**src/rtl/mdu_seq_if.sv**
```systemverilog
// Request/response bus for the sequential multiply/divide unit.
// Handshake: a transfer happens on the rising edge where valid && ready are
// both 1; the producer keeps valid and payload stable until that edge, and
// ready may depend combinationally on the consumer's state (and i_flush).
interface mdu_seq_if;
  logic        i_flush;
  logic        i_req_valid;
  logic        o_req_ready;
  logic [2:0]  i_req_op;
  logic [31:0] i_req_a;
  logic [31:0] i_req_b;
  logic        o_resp_valid;
  logic        i_resp_ready;
  logic [31:0] o_resp_data;
  logic        o_busy;

  modport master (
    output i_flush, i_req_valid, i_req_op, i_req_a, i_req_b, i_resp_ready,
    input  o_req_ready, o_resp_valid, o_resp_data, o_busy
  );

  modport slave (
    input  i_flush, i_req_valid, i_req_op, i_req_a, i_req_b, i_resp_ready,
    output o_req_ready, o_resp_valid, o_resp_data, o_busy
  );
endinterface

```
**src/rtl/mdu_seq.sv**
```systemverilog
// Sequential RV32M multiply/divide unit. Multiplies and trivial divides
// (b==0, signed overflow) finish in one cycle; other divides run a 32-step
// restoring shift-subtract on operand magnitudes, with the sign fixed when
// leaving CALC. dbg_state exposes the FSM state for checkers.
module mdu_seq #(
  parameter int ENABLE_MUL = 1,
  parameter int ENABLE_DIV = 1
) (
  input  logic       i_clk,
  input  logic       i_rst,
  mdu_seq_if.slave   bus,
  output logic [1:0] dbg_state
);

  typedef enum logic [1:0] {
    IDLE = 2'd0,
    CALC = 2'd1,
    DONE = 2'd2
  } state_e;

  state_e      state_q, state_n;
  logic [31:0] res_q, res_n;
  logic        accept;
  logic        a_ext, b_ext;
  logic [63:0] prod;
  logic [31:0] mul_res;
  logic        div_zero, div_ovf;
  logic [31:0] fast_div_res;
  logic        calc_last;
  logic [31:0] calc_res;

  assign bus.o_req_ready  = (state_q == IDLE) && !bus.i_flush;
  assign bus.o_resp_valid = (state_q == DONE);
  assign bus.o_resp_data  = res_q;
  assign bus.o_busy       = (state_q != IDLE);
  assign dbg_state        = state_q;
  assign accept           = bus.i_req_valid && bus.o_req_ready;

  // Single-cycle results: 64-bit product with per-op sign extension, and
  // the divide-by-zero / overflow shortcuts.
  always_comb begin
    a_ext   = (bus.i_req_op == 3'd1 || bus.i_req_op == 3'd2) ? bus.i_req_a[31] : 1'b0;
    b_ext   = (bus.i_req_op == 3'd1) ? bus.i_req_b[31] : 1'b0;
    prod    = {{32{a_ext}}, bus.i_req_a} * {{32{b_ext}}, bus.i_req_b};
    mul_res = (bus.i_req_op[1:0] == 2'd0) ? prod[31:0] : prod[63:32];
    if (ENABLE_MUL == 0) mul_res = 32'h0;
    div_zero = (bus.i_req_b == 32'h0);
    div_ovf  = !bus.i_req_op[0] && (bus.i_req_a == 32'h8000_0000) &&
               (bus.i_req_b == 32'hFFFF_FFFF);
    if (div_zero)
      fast_div_res = bus.i_req_op[1] ? bus.i_req_a : 32'hFFFF_FFFF;
    else
      fast_div_res = bus.i_req_op[1] ? 32'h0 : 32'h8000_0000;
  end

  // Next-state and result register update; flush overrides everything but reset.
  always_comb begin
    state_n = state_q;
    res_n   = res_q;
    case (state_q)
      IDLE: begin
        if (accept) begin
          if (!bus.i_req_op[2]) begin
            state_n = DONE;
            res_n   = mul_res;
          end else if (ENABLE_DIV == 0) begin
            state_n = DONE;
            res_n   = 32'h0;
          end else if (div_zero || div_ovf) begin
            state_n = DONE;
            res_n   = fast_div_res;
          end else begin
            state_n = CALC;
          end
        end
      end
      CALC: begin
        if (calc_last) begin
          state_n = DONE;
          res_n   = calc_res;
        end
      end
      DONE: begin
        if (bus.i_resp_ready) state_n = IDLE;
      end
      default: state_n = IDLE;
    endcase
    if (bus.i_flush) state_n = IDLE;
  end

  // State and result registers.
  always_ff @(posedge i_clk) begin
    if (i_rst) begin
      state_q <= IDLE;
      res_q   <= 32'h0;
    end else begin
      state_q <= state_n;
      res_q   <= res_n;
    end
  end

  if (ENABLE_DIV != 0) begin : g_div
    logic [31:0] rem_q, quo_q, dvs_q;
    logic [5:0]  cnt_q;
    logic        neg_quo_q, neg_rem_q, is_rem_q;
    logic        sgn;
    logic [31:0] abs_a, abs_b;
    logic [32:0] shifted, diff;
    logic [31:0] rem_n, quo_n;

    // Operand magnitudes, one restoring step, and the sign-corrected result.
    always_comb begin
      sgn     = !bus.i_req_op[0];
      abs_a   = (sgn && bus.i_req_a[31]) ? -bus.i_req_a : bus.i_req_a;
      abs_b   = (sgn && bus.i_req_b[31]) ? -bus.i_req_b : bus.i_req_b;
      shifted = {rem_q, quo_q[31]};
      diff    = shifted - {1'b0, dvs_q};
      if (!diff[32]) begin
        rem_n = diff[31:0];
        quo_n = {quo_q[30:0], 1'b1};
      end else begin
        rem_n = shifted[31:0];
        quo_n = {quo_q[30:0], 1'b0};
      end
      if (is_rem_q) calc_res = neg_rem_q ? -rem_n : rem_n;
      else          calc_res = neg_quo_q ? -quo_n : quo_n;
    end

    assign calc_last = (state_q == CALC) && (cnt_q == 6'd31);

    // Divider datapath: load on accept, iterate while in CALC.
    always_ff @(posedge i_clk) begin
      if (i_rst) begin
        rem_q     <= 32'h0;
        quo_q     <= 32'h0;
        dvs_q     <= 32'h0;
        cnt_q     <= 6'd0;
        neg_quo_q <= 1'b0;
        neg_rem_q <= 1'b0;
        is_rem_q  <= 1'b0;
      end else if (state_q == IDLE) begin
        cnt_q <= 6'd0;
        if (accept && bus.i_req_op[2]) begin
          rem_q     <= 32'h0;
          quo_q     <= abs_a;
          dvs_q     <= abs_b;
          neg_quo_q <= sgn && (bus.i_req_a[31] ^ bus.i_req_b[31]);
          neg_rem_q <= sgn && bus.i_req_a[31];
          is_rem_q  <= bus.i_req_op[1];
        end
      end else if (state_q == CALC) begin
        rem_q <= rem_n;
        quo_q <= quo_n;
        cnt_q <= cnt_q + 6'd1;
      end
    end
  end else begin : g_no_div
    assign calc_last = 1'b0;
    assign calc_res  = 32'h0;
  end

endmodule

```
**src/flat_wrapper.sv**
```systemverilog
// flat-port wrapper written by rule: the top's interface ports become plain ports
module mdu_seq_flat 
#(
  parameter int ENABLE_MUL = 1,
  parameter int ENABLE_DIV = 1
)
  (i_clk, i_rst, dbg_state, bus_i_flush, bus_i_req_valid, bus_i_req_op, bus_i_req_a, bus_i_req_b, bus_i_resp_ready, bus_o_req_ready, bus_o_resp_valid, bus_o_resp_data, bus_o_busy);
  mdu_seq_if bus_i ();
  input  logic i_clk;
  input  logic i_rst;
  output logic [1:0] dbg_state;
  input wire logic [$bits(bus_i.i_flush)-1:0] bus_i_flush;
  input wire logic [$bits(bus_i.i_req_valid)-1:0] bus_i_req_valid;
  input wire logic [$bits(bus_i.i_req_op)-1:0] bus_i_req_op;
  input wire logic [$bits(bus_i.i_req_a)-1:0] bus_i_req_a;
  input wire logic [$bits(bus_i.i_req_b)-1:0] bus_i_req_b;
  input wire logic [$bits(bus_i.i_resp_ready)-1:0] bus_i_resp_ready;
  output wire logic [$bits(bus_i.o_req_ready)-1:0] bus_o_req_ready;
  output wire logic [$bits(bus_i.o_resp_valid)-1:0] bus_o_resp_valid;
  output wire logic [$bits(bus_i.o_resp_data)-1:0] bus_o_resp_data;
  output wire logic [$bits(bus_i.o_busy)-1:0] bus_o_busy;
  assign bus_i.i_flush = bus_i_flush;
  assign bus_i.i_req_valid = bus_i_req_valid;
  assign bus_i.i_req_op = bus_i_req_op;
  assign bus_i.i_req_a = bus_i_req_a;
  assign bus_i.i_req_b = bus_i_req_b;
  assign bus_i.i_resp_ready = bus_i_resp_ready;
  assign bus_o_req_ready = bus_i.o_req_ready;
  assign bus_o_resp_valid = bus_i.o_resp_valid;
  assign bus_o_resp_data = bus_i.o_resp_data;
  assign bus_o_busy = bus_i.o_busy;
  mdu_seq #(.ENABLE_MUL(ENABLE_MUL), .ENABLE_DIV(ENABLE_DIV)) u_core (.i_clk(i_clk), .i_rst(i_rst), .bus(bus_i), .dbg_state(dbg_state));
endmodule
```
**config.mk**
```make
export PLATFORM = sky130hd
export DESIGN_NAME = mdu_seq_flat
export DESIGN_NICKNAME = d
export VERILOG_FILES = /design/src/rtl/mdu_seq_if.sv /design/src/rtl/mdu_seq.sv /design/src/flat_wrapper.sv
export SDC_FILE = /design/constraint.sdc
export NUM_CORES = 2
export LEC_CHECK = 0
export CAP_MARGIN = 20
export CORE_MARGIN = 3
export CORE_UTILIZATION = 30
export DETAILED_ROUTE_END_ITERATION = 7
export SETUP_SLACK_MARGIN = 0.2
export SLEW_MARGIN = 20
export SYNTH_ARGS = -nofsm -noshare
export SYNTH_HDL_FRONTEND = slang
export SYNTH_SLANG_ARGS = --single-unit
```
**constraint.sdc**
```tcl
create_clock -name i_clk -period 11.2 [get_ports i_clk]
set_input_delay 1.12 -clock i_clk [delete_from_list [all_inputs] [get_ports i_clk]]
set_output_delay 1.12 -clock i_clk [all_outputs]
set_load 0.01 [all_outputs]
```
After elaboration in Yosys (flattened, before gate mapping)
Cells that the tools add are included.
W data, S select, Z words.

word-level totals
  output and inout port bits = 37
  input bits = 72
  word-level logic and storage cells = 83
  register bits = 139

operators by class
  eq/ne operators = 12
  reductions and logical operators = 24
  add/sub/neg operators = 6
  muxes and demuxes = 30
  multiply operators = 1
  bitwise gates (word level) = 1

operators with widths
  cell                    number
  $mux W32                20
  $neg A32 Y32            4
  $eq A32 B32 Y1 const B  2
  $mul A33 B33 Y64        1
  $pmux W32 S2            1
  $sub A33 B32 Y33        1
  $logic_not A32 Y1       1
  $mux W2                 5
  $logic_and A1 B1 Y1     9
  $add A6 B1 Y6 const B   1
  $eq A6 B5 Y1 const B    1
  $pmux W2 S3             1
  $logic_not A2 Y1        2
  $ne A2 B1 Y1 const B    2
  $ne A2 B2 Y1 const B    2
  $reduce_and A2 Y1       2
  $reduce_and A4 Y1       1
  $reduce_bool A2 Y1      2
  $reduce_or A2 Y1        2
  $eq A3 B1 Y1 const B    1
  $eq A3 B2 Y1 const B    1
  $mux W1                 3
  $ne A3 B3 Y1 const B    1
  $reduce_and A3 Y1       1
  5 further kinds         7

Depth between registers and ports, before layout
  depth after elaboration = 8
  gate-level depth with buffers = 34
  mapped depth without buffers = 31

Worst setup path before layout
OpenSTA, ideal clock, no wires.

  kind = input -> register
  from = input port bus_i_req_op[2]
  to = register u_core.res_q[31] (netlist: u_core.bus.o_resp_data[31])
  path slack = 1,369 ps
  data required time = 11,073 ps
  path buffers = 3
  arrival time = 9,704 ps
  library setup time = 127 ps
  stages on the path = 33
  cell sequence = clkbuf_1 -> clkinv_1 -> and3_1 -> clkbuf_1 -> nand2_1 -> inv_1 -> fa_1 -> inv_1 -> fa_1 -> inv_1 -> fa_1 -> fa_1 -> inv_1 -> fa_1 -> inv_1 -> fa_1 -> inv_1 -> fa_1 -> fa_1 -> inv_1 -> ha_1 -> buf_4 -> nand4_4 -> or3_1 -> or4_1 -> a211o_1 -> a41o_2 -> o31ai_4 -> a311oi_2 -> or4b_1 -> and4_1 -> a221oi_2 -> o31ai_1

between the ends
  word-level cells in the longest chain between the ends = 8
  elaborated cells on any way between the ends = 12
  those cells by class = mul: 1; eq/ne: 3; mux: 6; reduce/logical: 2

ends and longest elaborated chain
  what                                                 RTL line                      source
  start: declaration                                   flat_wrapper.sv:14            input wire logic [$bits(bus_i.i_req_op)-1:0] bus_i_req_op;
  $eq A3 B1 Y1 / $eq A3 B2 Y1 (equally long branches)  mdu_seq.sv:42, mdu_seq.sv:43
  $logic_or A1 B1 Y1                                   mdu_seq.sv:42                 a_ext = (bus.i_req_op == 3'd1 || bus.i_req_op == 3'd2) ? bus.i_req_a[31] : 1'b0;
  $mux W1                                              mdu_seq.sv:42
  $mul A33 B33 Y64                                     mdu_seq.sv:44                 prod = {{32{a_ext}}, bus.i_req_a} * {{32{b_ext}}, bus.i_req_b};
  $mux W32                                             mdu_seq.sv:45                 mul_res = (bus.i_req_op[1:0] == 2'd0) ? prod[31:0] : prod[63:32];
  $mux W32                                             mdu_seq.sv:63                 if (!bus.i_req_op[2]) begin
  $mux W32                                             mdu_seq.sv:62                 if (accept) begin
  $pmux W32 S2                                         mdu_seq.sv:60                 case (state_q)
  end signal: assignment                               mdu_seq.sv:98                 res_q <= res_n;
  end: declaration                                     mdu_seq.sv:22                 logic [31:0] res_q, res_n;

Several ways; a longest one is shown, not always the timed one. The select of a mux whose other input is x is not followed.
A chain may end at the register's enable or synchronous reset.

Worst setup path in the final report
  from = input port bus_i_req_a[21]
  to = register u_core.res_q[31] (netlist: u_core.bus.o_resp_data[31])

between the ends
  word-level cells in the longest chain between the ends = 6
  elaborated cells on any way between the ends = 11
  those cells by class = mul: 1; eq/ne: 2; mux: 4; reduce/logical: 4

ends and longest elaborated chain
  what                                                                      RTL line            source
  start: declaration                                                        flat_wrapper.sv:15  input wire logic [$bits(bus_i.i_req_a)-1:0] bus_i_req_a;
  parallel branches: the longest is 6 deep, another holds $mul A33 B33 Y64  -

Parallel ways; which one is timed is not known. The select of a mux whose other input is x is not followed.

==> key figures <==
STA
  • Worst clock skew: 0.0130 ns
  • Setup TNS: 0 ns
  • RSZ-0062 raised after global routing: no
  • PnR worst setup slack: 0.926 ns
  • Endpoints failing setup: 0
  • Fin crit share: 91.7%
  • Fin crit period: 10.27 ns
  • Maximum clock rate: 97.3 MHz
  • Rel. slew slack: 23.4%
  • Tightest Pin Transition: 1.15 ns
  • Final hold vios: 0
  • Final Slew Violations: 0

GRT
  • Initial antenna violation count: 14
  • Pin count of the biggest net entering global routing: 68
  • Met3 Usage GRT: 2.91%
  • GRT Util Overall: 19.8%
  • First-pass GRT wire length: 264000 um
  • Met2 Use GR: 31.9%
  • Vias in the first global route: 42.9k
  • GR peak layer: met2
  • Met1 GRT Util: 26.3%
  • Overflow after GRT: 0

Critical path
  • Reg2reg end: u_core.bus.o_resp_data[18]
  • CP required: 11.51 ns
  • Worst setup SP type: input pin
  • Cells on worst reg2reg path: 21
  • Crit path to: u_core.bus.o_resp_data[31]
  • CP arrival: 10.59 ns
  • CP Max Fanout: 20
  • RR Startpoint: u_core.g_div.quo_q[31]
  • CP startpoint: bus_i_req_a[21]
  • CP endpoint kind: register
  • CP Class: in -> reg
  • R2R setup slack: 4.40 ns

Clock network
  • # hold bufs at CTS: 0
  • Post-CTS Resized: 0
  • Clock Pin Slew Worst Setup and Hold Paths: 0.06 ns
  • Postcts setup bufs: 0
  • Num CTS Buffers: 17
  • CTS tree: built
  • Root buf cell: clkbuf_16
  • TritonCTS Sinks: 139
  • H-tree depth: 4
  • Worst-Skew Late Latency: 0.45 ns
  • Max clock buf depth: 2

Route
  • Post-DRT Antenna Nets: 0
  • Remaining DRCs: 0
  • DRT iter0 DRCs: 3485
  • Routed vias: 40.9k
  • DR vias/cell: 5.09
  • Routed Wire Length: 170000 um
  • Detailed Routing Iterations Pass 1: 6
  • Routed wire per std cell: 21.1 um

Synth
  • Top-count cell post-synth: inv_1
  • Synthesized area: 50200 um2
  • Cells after Synth: 5952
  • Ys async rst share: 0%
  • Synth warn: 0
  • Post-synth top cells: inv_1 (1230), fa_1 (1126), nand2_1 (902), nor2_1 (327), and2_1 (316)
  • Prevailing post-synth register cell: dfxtp_1
  • Count of cell types in the netlist: 108
  • Share of the yosys chip area belonging to registers: 5.55%
  • Avg Cell Area, Syn: 8.43 um2
  • Post-synth EDFFs: 0
  • Area leader, netlist: fa_1
  • Top cells by area, synth: fa_1 (45%), inv_1 (9.2%), nand2_1 (6.7%)
  • Area share of the largest cell type after synthesis: 44.9%
  • Synthesis-stage register bit count: 139
  • Syn Nets: 7401

Floorplanning
  • # rows: 149
  • Io pins: 109
  • Chip width: 415 um
  • Height of the die: 415 um
  • Core footprint: 166000 um2
  • Starting density of the core: 30.3%
  • Die area: 172000 um2

Final layout
  • Nets: 7280
  • Area delta synth->final: 7.63%
  • Layout Cells excl Fill: 8046
  • Fraction of layout cells with a size suffix above 1: 4.71%

Place
  • PortBufs: 108
  • Setup WS pre-CTS: 0.475 ns
  • Inst Count DP: 8001
  • GPL Wtd Cong: 1.00
  • HPWL after detailed placement: 137000 um

Run
  • Max-Cap Viols: 0

Run status
  • Status: complete, no violations

Min path
  • HP Class: reg -> reg
## state kept, by name, summed over array words and instances (netlist names)
| register | flops |
|---|---|
| u_core.g_div.neg_rem_q | 1 |
| u_core.g_div.is_rem_q | 1 |
| u_core.bus.o_resp_data | 32 |
| u_core.g_div.cnt_q | 6 |
| u_core.g_div.dvs_q | 32 |
| u_core.dbg_state | 2 |
| u_core.g_div.quo_q | 32 |
| u_core.g_div.neg_quo_q | 1 |
| u_core.g_div.rem_q | 32 |
## area by class of cell
class                      count  area [um2]
inverter                    1234        4630
clock inverter                12         186
timing repair buffer         238        1930
tap                         2189        2740
clock buffer                  20         447
sequential                   139        2780
fill                       17342      112000
antenna                       13        32.5
multi-input combinational   4201       41300
## metrics by stage
| step | util, % | area [um2] | hold slack (ns) |
|---|---|---|---|
| floorplan | - | 50200 | 0.432 |
| global placement | 32.2 | 53300 | 0.449 |
| detailed placement | 32.2 | 53300 | 0.447 |
| CTS | 32.6 | 54000 | 0.462 |
| global route | 32.6 | 54000 | 0.490 |
| finish | 32.6 | 54000 | 0.460 |
## how the worst min path moves through the flow
stage,from,endpoint,slack (ns),cells past startpoint
floorplan,u_core.g_div.dvs_q[31],u_core.g_div.dvs_q[31],0.43,2
global placement,u_core.g_div.dvs_q[31],u_core.g_div.dvs_q[31],0.45,2
detailed placement,u_core.bus.o_resp_data[4],u_core.bus.o_resp_data[4],0.45,1
CTS,u_core.bus.o_resp_data[4],u_core.bus.o_resp_data[4],0.46,1
global route,u_core.bus.o_resp_data[4],u_core.bus.o_resp_data[4],0.49,1
finish,u_core.bus.o_resp_data[4],u_core.bus.o_resp_data[4],0.46,1
## worst max-delay path, stage by stage
cell             delay [ns]
clkdlybuf4s50_1        1.12
buf_4                  0.42
nand2_1                0.12
fa_1                   0.54
inv_1                  0.05
fa_1                   0.46
fa_1                   0.54
inv_1                  0.06
fa_1                   0.48
fa_1                   0.54
fa_1                   0.50
inv_1                  0.05
fa_1                   0.50
fa_1                   0.42
ha_1                   0.49
nand4_4                0.16
or3_1                  0.36
or4_1                  0.50
a211o_1                0.31
a41o_2                 0.31
o31ai_4                0.32
a311oi_2               0.19
or4b_1                 0.53
and4_1                 0.17
a221oi_2               0.18
o31ai_1                0.10
## metal layers
| metal | up-vias | part of all wire, % |
|---|---|---|
| met5 | - | 0.0094 |
| met4 | 2 | 5.2 |
| met3 | 331 | 7.5 |
| met2 | 1712 | 46 |
| met1 | 21003 | 41 |
| li1 | 17886 | - |
## layout by cell type, fill, tap and decap left out, types with 15 or more instances in the layout
master	count
nand3_1	51
o21ai_0	122
o21bai_1	15
nor3_1	60
and3_1	18
a21oi_1	208
dfxtp_1	139
o221ai_1	19
ha_1	251
xor2_1	94
a211oi_1	78
nor4_1	20
o31ai_1	28
mux2i_1	22
fa_1	1126
nand4_1	22
nand2b_1	23
inv_1	1230
clkdlybuf4s50_1	63
and2_1	316
o211ai_1	19
a311oi_1	16
a31oi_1	37
nor2_1	324
buf_4	123
buf_2	43
or3_1	24
or2_2	22
o21a_1	24
clkbuf_16	17
nand2_1	902
xnor2_1	115
a21o_1	46
## cells by family after synthesis
kind of cell	after synthesis	synth area share [%]
AND/OR/NAND/NOR	1853	17.0
buffers and inverters	1612	12.3
adder cells (fa/ha/maj)	1377	51.2
AO/OA/AOI/OAI	733	9.73
XOR/XNOR	209	3.65
flip-flops	139	5.55
multiplexers	29	0.603
Power is left out: the tool's default activity adds up to more than one toggle a clock period on the data nets, which glitch-free logic cannot reach.
